$ cat src/rtl/bcd_pkg.sv
// Shared types and constants for the sequential binary-to-BCD converter.
package bcd_pkg;

    localparam int unsigned BCD_W = 4;

    localparam logic [BCD_W-1:0] BCD_LIMIAR = 4'd5;
    localparam logic [BCD_W-1:0] BCD_AJUSTE = 4'd3;

    typedef enum logic {
        OCIOSO   = 1'b0,
        CONVERTE = 1'b1
    } estado_t;

endpackage

$ cat src/rtl/ajuste_bcd_digito.sv
// Double-dabble digit correction: adds 3 to a BCD digit that is 5 or more.
module ajuste_bcd_digito
    import bcd_pkg::*;
(
    input  logic [BCD_W-1:0] digito,
    output logic [BCD_W-1:0] ajustado_c
);

    // Correction wraps in 4 bits; the carry is recovered by the following shift.
    always_comb begin
        ajustado_c = digito;
        if (digito >= BCD_LIMIAR) begin
            ajustado_c = BCD_W'(digito + BCD_AJUSTE);
        end
    end

endmodule

$ cat src/rtl/conversor_bin_bcd_seq.sv
// Sequential binary-to-BCD converter, one operand bit per clock (double dabble).
// Optional leading-zero blank mask port `apagado` under BCD_APAGA_ZEROS_EN.
module conversor_bin_bcd_seq
    import bcd_pkg::*;
#(
    parameter int unsigned LARG  = 8,
    parameter int unsigned N_DIG = 3
) (
    input  logic                   clk,
    input  logic                   rst_n,
    input  logic                   inicio,
    input  logic [LARG-1:0]        bin_in,
    output logic                   ocupado,
    output logic                   pronto,
    output logic [BCD_W*N_DIG-1:0] bcd_out,
    output logic                   estouro
`ifdef BCD_APAGA_ZEROS_EN
    ,
    output logic [N_DIG-1:0]       apagado
`endif
);

    localparam int unsigned CNT_W   = $clog2(LARG + 1);
    localparam int unsigned TOTAL_W = BCD_W * N_DIG;

    estado_t             estado;
    estado_t             estado_nxt;
    logic [LARG-1:0]     desloc;
    logic [TOTAL_W-1:0]  digitos;
    logic [TOTAL_W-1:0]  ajustados;
    logic [TOTAL_W-1:0]  digitos_nxt;
    logic                acum;
    logic [CNT_W-1:0]    cont;
    logic                saida;
    logic                carrega;
    logic                passo;
    logic                fim;
    logic                ocupado_nxt;
    logic                pronto_nxt;

    // One corrector per digit of the chain.
    for (genvar g = 0; g < int'(N_DIG); g++) begin : g_ajuste
        ajuste_bcd_digito u_ajuste (
            .digito     (digitos[g*BCD_W +: BCD_W]),
            .ajustado_c (ajustados[g*BCD_W +: BCD_W])
        );
    end

    // Shift the corrected chain left, operand MSB entering units bit 0.
    assign digitos_nxt = {ajustados[TOTAL_W-2:0], desloc[LARG-1]};
    assign saida       = ajustados[TOTAL_W-1];

    // FSM state register.
    always_ff @(posedge clk or negedge rst_n) begin
        if (!rst_n) begin
            estado <= OCIOSO;
        end else begin
            estado <= estado_nxt;
        end
    end

    // Next state and datapath controls.
    always_comb begin
        estado_nxt  = estado;
        carrega     = 1'b0;
        passo       = 1'b0;
        fim         = 1'b0;
        ocupado_nxt = 1'b0;
        pronto_nxt  = 1'b0;
        case (estado)
            OCIOSO: begin
                if (inicio) begin
                    estado_nxt  = CONVERTE;
                    carrega     = 1'b1;
                    ocupado_nxt = 1'b1;
                end
            end
            CONVERTE: begin
                passo = 1'b1;
                if (cont == CNT_W'(1)) begin
                    fim        = 1'b1;
                    pronto_nxt = 1'b1;
                    estado_nxt = OCIOSO;
                end else begin
                    ocupado_nxt = 1'b1;
                end
            end
            default: estado_nxt = OCIOSO;
        endcase
    end

    // Working registers: operand shifter, digit chain, overflow accumulator, step counter.
    always_ff @(posedge clk or negedge rst_n) begin
        if (!rst_n) begin
            desloc  <= '0;
            digitos <= '0;
            acum    <= 1'b0;
            cont    <= '0;
        end else if (carrega) begin
            desloc  <= bin_in;
            digitos <= '0;
            acum    <= 1'b0;
            cont    <= CNT_W'(LARG);
        end else if (passo) begin
            desloc  <= desloc << 1;
            digitos <= digitos_nxt;
            acum    <= acum | saida;
            cont    <= cont - CNT_W'(1);
        end
    end

    // Handshake and result registers; results move only on the completion edge.
    always_ff @(posedge clk or negedge rst_n) begin
        if (!rst_n) begin
            ocupado <= 1'b0;
            pronto  <= 1'b0;
            bcd_out <= '0;
            estouro <= 1'b0;
        end else begin
            ocupado <= ocupado_nxt;
            pronto  <= pronto_nxt;
            if (fim) begin
                bcd_out <= digitos_nxt;
                estouro <= acum | saida;
            end
        end
    end

`ifdef BCD_APAGA_ZEROS_EN
    localparam logic [N_DIG-1:0] APAGA_RST = ~N_DIG'(1);

    logic [N_DIG-1:0] mascara_nxt;
    logic             zeros_acima;

    // Blank digit i when it and every higher digit are zero; units never blank.
    always_comb begin
        mascara_nxt = '0;
        zeros_acima = 1'b1;
        for (int i = int'(N_DIG) - 1; i >= 1; i--) begin
            zeros_acima    = zeros_acima & (digitos_nxt[i*BCD_W +: BCD_W] == '0);
            mascara_nxt[i] = zeros_acima;
        end
    end

    // Blank mask registered alongside bcd_out.
    always_ff @(posedge clk or negedge rst_n) begin
        if (!rst_n) begin
            apagado <= APAGA_RST;
        end else if (fim) begin
            apagado <= mascara_nxt;
        end
    end
`endif

endmodule

$ cat config.mk
export PLATFORM = sky130hd
export DESIGN_NAME = conversor_bin_bcd_seq
export DESIGN_NICKNAME = d
export VERILOG_FILES = /design/src/rtl/bcd_pkg.sv /design/src/rtl/ajuste_bcd_digito.sv /design/src/rtl/conversor_bin_bcd_seq.sv
export SDC_FILE = /design/constraint.sdc
export NUM_CORES = 1
export LEC_CHECK = 0
export CORE_MARGIN = 2
export CORE_UTILIZATION = 50
export DETAILED_ROUTE_END_ITERATION = 7
export PLACE_DENSITY_LB_ADDON = 0.25
export RECOVER_POWER = 25
export SETUP_SLACK_MARGIN = 0.15
export SYNTH_ARGS = -nofsm -noshare
export SYNTH_HDL_FRONTEND = slang
export SYNTH_SLANG_ARGS = --single-unit
$ cat constraint.sdc
create_clock -name clk -period 2.3 [get_ports clk]
set_input_delay 0.23 -clock clk [delete_from_list [all_inputs] [get_ports clk]]
set_output_delay 0.23 -clock clk [all_outputs]
set_load 0.01 [all_outputs]
Word level (Yosys, flattened, before mapping):

Index checks and enable logic that the tools add are counted.

* bits in registers: 40
* input port bits: 11

* add/sub/neg operators: 4
* $lt $le $gt $ge: 3
* eq/ne operators: 1
* muxes and demuxes: 18
* bitwise logic cells: 2
* reductions and logical operators: 1

Operator list (count)
* $mux W12: 2
* $mux W4: 5
* $mux W8: 2
* $add A4 B2 Y4 const B: 3
* $ge A4 B3 Y1 const B: 3
* $mux W1: 8
* $eq A4 B1 Y1 const B: 1
* $sub A4 B1 Y4 const B: 1
* $pmux W1 S2: 1
* $reduce_bool A2 Y1: 1
* $not A1 Y1: 1
* $or A1 B1 Y1: 1

Logic depth before layout (Yosys ltp):

* word-level depth: 5
* gate-level depth with buffers: 7
* mapped depth without buffers: 6

By module:

From an unflattened synthesis, not the netlist that was laid out.

* cell total of the unflattened synthesis: 163
* area total of the unflattened synthesis: 1924.3 um^2

Modules (own cells, without submodules)
* conversor_bin_bcd_seq: instances 1, cells each 115, area each 1620.3 um^2, seq. area each 1001.0 um^2
* ajuste_bcd_digito: instances 3, cells each 16, area each 101.3 um^2, seq. area each 0.0 um^2

Least setup slack after synthesis:

Ideal clock, no wire load.

* path kind: register to register
* start point: register digitos[0]
* end point: register bcd_out[2]
* setup time: 0.083 ns
* data arrival time: 1.425 ns
* required time: 2.217 ns
* path slack: 0.793 ns
* cell stages (with the launch flop): 7
* clock period less this slack: 1.507 ns
* cells stage by stage: dfrtp_1 -> inv_1 -> ha_1 -> nand2b_1 -> a21oi_1 -> mux2_2 -> o21ai_0

* word-level cells in the longest chain between the ends: 2

Ends and longest elaborated chain
* start, declared: line conversor_bin_bcd_seq.sv:29 `logic [TOTAL_W-1:0] digitos;`
* start signal, assigned: line conversor_bin_bcd_seq.sv:106 `digitos <= digitos_nxt;`
* $add A4 B2 Y4 or $ge A4 B3 Y1 (tied branches): line ajuste_bcd_digito.sv:13, ajuste_bcd_digito.sv:12
* $mux W4 *: line ajuste_bcd_digito.sv:12 `if (digito >= BCD_LIMIAR) begin`
* end signal, assigned: line conversor_bin_bcd_seq.sv:123 `bcd_out <= digitos_nxt;`
* end, declared: line conversor_bin_bcd_seq.sv:15 `output logic [BCD_W*N_DIG-1:0] bcd_out,`

Mark *: on every way between the ends. The rest lies on a longest branch, timed or not.
A chain may end at the register's enable or synchronous reset.

Final worst setup path:

Ends and elaborated chain as after synthesis.

==> run metrics <==
critical path arrival=1890 ps; fin crit period=1680 ps; Syn Nets=202; sequential area share after synthesis=52.3%; worst hold margin=97.1 ps; post-CTS setup buffer count=0; status=finished, final reports clean; Final Power=3.24 mW; Critical Path Sink Type=register; synthesized area=1910 um^2; Post-DP HPWL=2.50 mm; IR drop worst, VDD=607 uV; TritonRoute pass-1 iters=4; sequence of cells on the critical path=inv_1 -> ha_1 -> nand2b_1 -> a21oi_1 -> mux2_2 -> o21ai_0; ranking of synthesized cells by area=dfrtp_1 (52%), mux2i_1 (8.4%), nand2_1 (6.3%); startpoint types=register; Worst slew margin=34.4%; Die ar.=4340 um^2; share of layout cells above drive strength 1=8.49%; critical path type=register to register; die height=65.9 um; Max Cap Viol=0; # DRC=0; Power Dens Cells=1410 nW/um^2; commonest non-fill, non-tap cells in the layout=dfrtp_1 (40), nand2_1 (32), clkdlybuf4s50_1 (24); nets@finish=230; RSZ-0062 raised after global routing=no; CP Data Required Time=2510 ps; most common cell after layout, fill and taps aside=dfrtp_1; fmax=595 MHz; Total Routed Length=3.52 mm; Total Routing Usage GR=19.4%; Hold Buf Count CTS=0; worst slew pin tran=983 ps; die width=65.9 um; # port buffers=25; number of global-route vias before repair=1419; Yosys top cell area share=52.3%; clock root cell=clkbuf_8; vias=1377; worst-skew pair later-pin latency=290 ps; initial antenna violation count=0; synth warn=0; Tcrit/Tclk final=73.1%; total clock sinks=40; # IOs=26; core area=3660 um^2; area grow syn2layout=19.9%; EDFF count, synth=0; R2R cell count=6; row cnt=22; largest net degree at the start of global routing=41; CP max-delay cell=dfrtp_1; cts repair resizes=0; prevailing post-synth register cell=dfrtp_1; Seq cells post-synth=40; final hold viol count=0; Leakage=1.09 nW; final setup vio count=0; # H-tree levels=2; clk buf depth=2; FILL cells=304; CP delay by family, top=flip-flops; async set or reset register ratio after synthesis=100%; Antenna Cells=0; Final Skew=5.50 ps; Post-Syn Instances=183; clock-pin slew on the worst setup and hold paths=70 ps; syn_area_per_cell=10.5 um^2; first-pass GRT wire length=6.35 mm; cell taking the most area after synthesis=dfrtp_1; Worst Path Buf+Inv=1; vias per cell=5.30; Unique masters post-synth=28; CTS tree=built; largest stage delay on the critical path=400 ps; gr ovfl total=0; drt wl/cell=13.5 um; Max Slew Vio Count=0; TritonCTS Buffers=5; 1st-iter DRT viols=79; gp weighted congestion=0.735; Sum Neg Setup Slack=0 ps; CP max FO=4; CP Depth=6; HP Class=input port to asynchronous set/reset pin; Detail Route Antenna Nets=0; Initial Utilization=52.3%
==> sequential cells by signal, indices dropped and copies added (netlist names) <==
| register | count |
|---|---|
| pronto | 1 |
| bcd_out | 12 |
| ocupado | 1 |
| cont | 4 |
| acum | 1 |
| desloc | 8 |
| estouro | 1 |
| digitos | 12 |
==> layer usage <==
layer	global-route usage [%]	share of wire (%)	wire length [um]
met1	23.3	48	1680
met2	34.3	49	1720
met4	5.47	0.40	14
met3	5.11	3.1	110
met5	0	0	0
==> metrics by stage <==
stage / instance area [um^2] / util, % / setup WS (ps) / std cells
finish: 2290 / 62.6 / 620 / 260
global route: 2290 / 62.6 / 446 / 260
CTS: 2290 / 62.6 / 623 / 260
detailed placement: 2200 / 60.2 / 639 / 252
global placement: 2200 / 60.2 / 701 / 252
floorplan: 1910 / - / 793 / 183
==> cell families after synthesis <==
| kind of cell | share of synthesized area (%) |
|---|---|
| XOR/XNOR | 2.29 |
| AO/OA/AOI/OAI | 12.6 |
| adder cells (fa/ha/maj) | 5.23 |
| multiplexers | 10.9 |
| flip-flops | 52.3 |
| AND/OR/NAND/NOR | 12.2 |
| buffers and inverters | 4.45 |
==> worst reg2reg max path: cells and delay by family, from the launching register on <==
kind            cells  cell delay [ps]
simple gates        1               80
mux                 1              380
compound gates      2              390
fa+ha+maj           1              230
flops               1              400
buf+inv             1              120
==> synthesized netlist by cell type, types with 2 or more instances <==
master,instances
dfrtp_1,40
a21o_1,3
a32o_1,3
o21ai_0,17
a31oi_1,3
ha_1,8
nor2_1,10
nand2b_1,4
mux2i_1,16
buf_4,2
o31ai_1,2
nor3b_1,4
a21oi_1,6
nor3_1,2
nand2_1,32
buf_2,6
inv_1,9
mux2_2,3
xnor2_1,4
==> final timing paths <==
path                       slack [ps]                   start                     end
min reg2reg                       470  bcd_out[0]$_DFFE_PN0P_  bcd_out[0]$_DFFE_PN0P_
max reg2reg                       620  digitos[0]$_DFFE_PN0P_  bcd_out[2]$_DFFE_PN0P_
min in group clk                  470  bcd_out[0]$_DFFE_PN0P_  bcd_out[0]$_DFFE_PN0P_
max                               620  digitos[0]$_DFFE_PN0P_  bcd_out[2]$_DFFE_PN0P_
min                               100                   rst_n  bcd_out[0]$_DFFE_PN0P_
max in group asynchronous        1600                   rst_n       ocupado$_DFF_PN0_
==> power by group <==
group / switching (mW) / internal (mW) / total, mW
logic: 0.739 / 0.773 / 1.51
clock network: 0.228 / 0.245 / 0.473
registers: 0.236 / 1.02 / 1.26
total: 1.20 / 2.04 / 3.24
==> layout make-up <==
| class | count | area (um^2) | share of cell area, % |
|---|---|---|---|
| Clock buffer | 8 | 90.1 | 3.93 |
| Multi-Input combinational cell | 125 | 827 | 36.1 |
| Sequential cell | 40 | 1000 | 43.6 |
| Tap cell | 48 | 60.1 | 2.62 |
| Timing Repair Buffer | 29 | 275 | 12.0 |
| Inverter | 10 | 40.0 | 1.75 |
(Power assumes the default switching activity.)
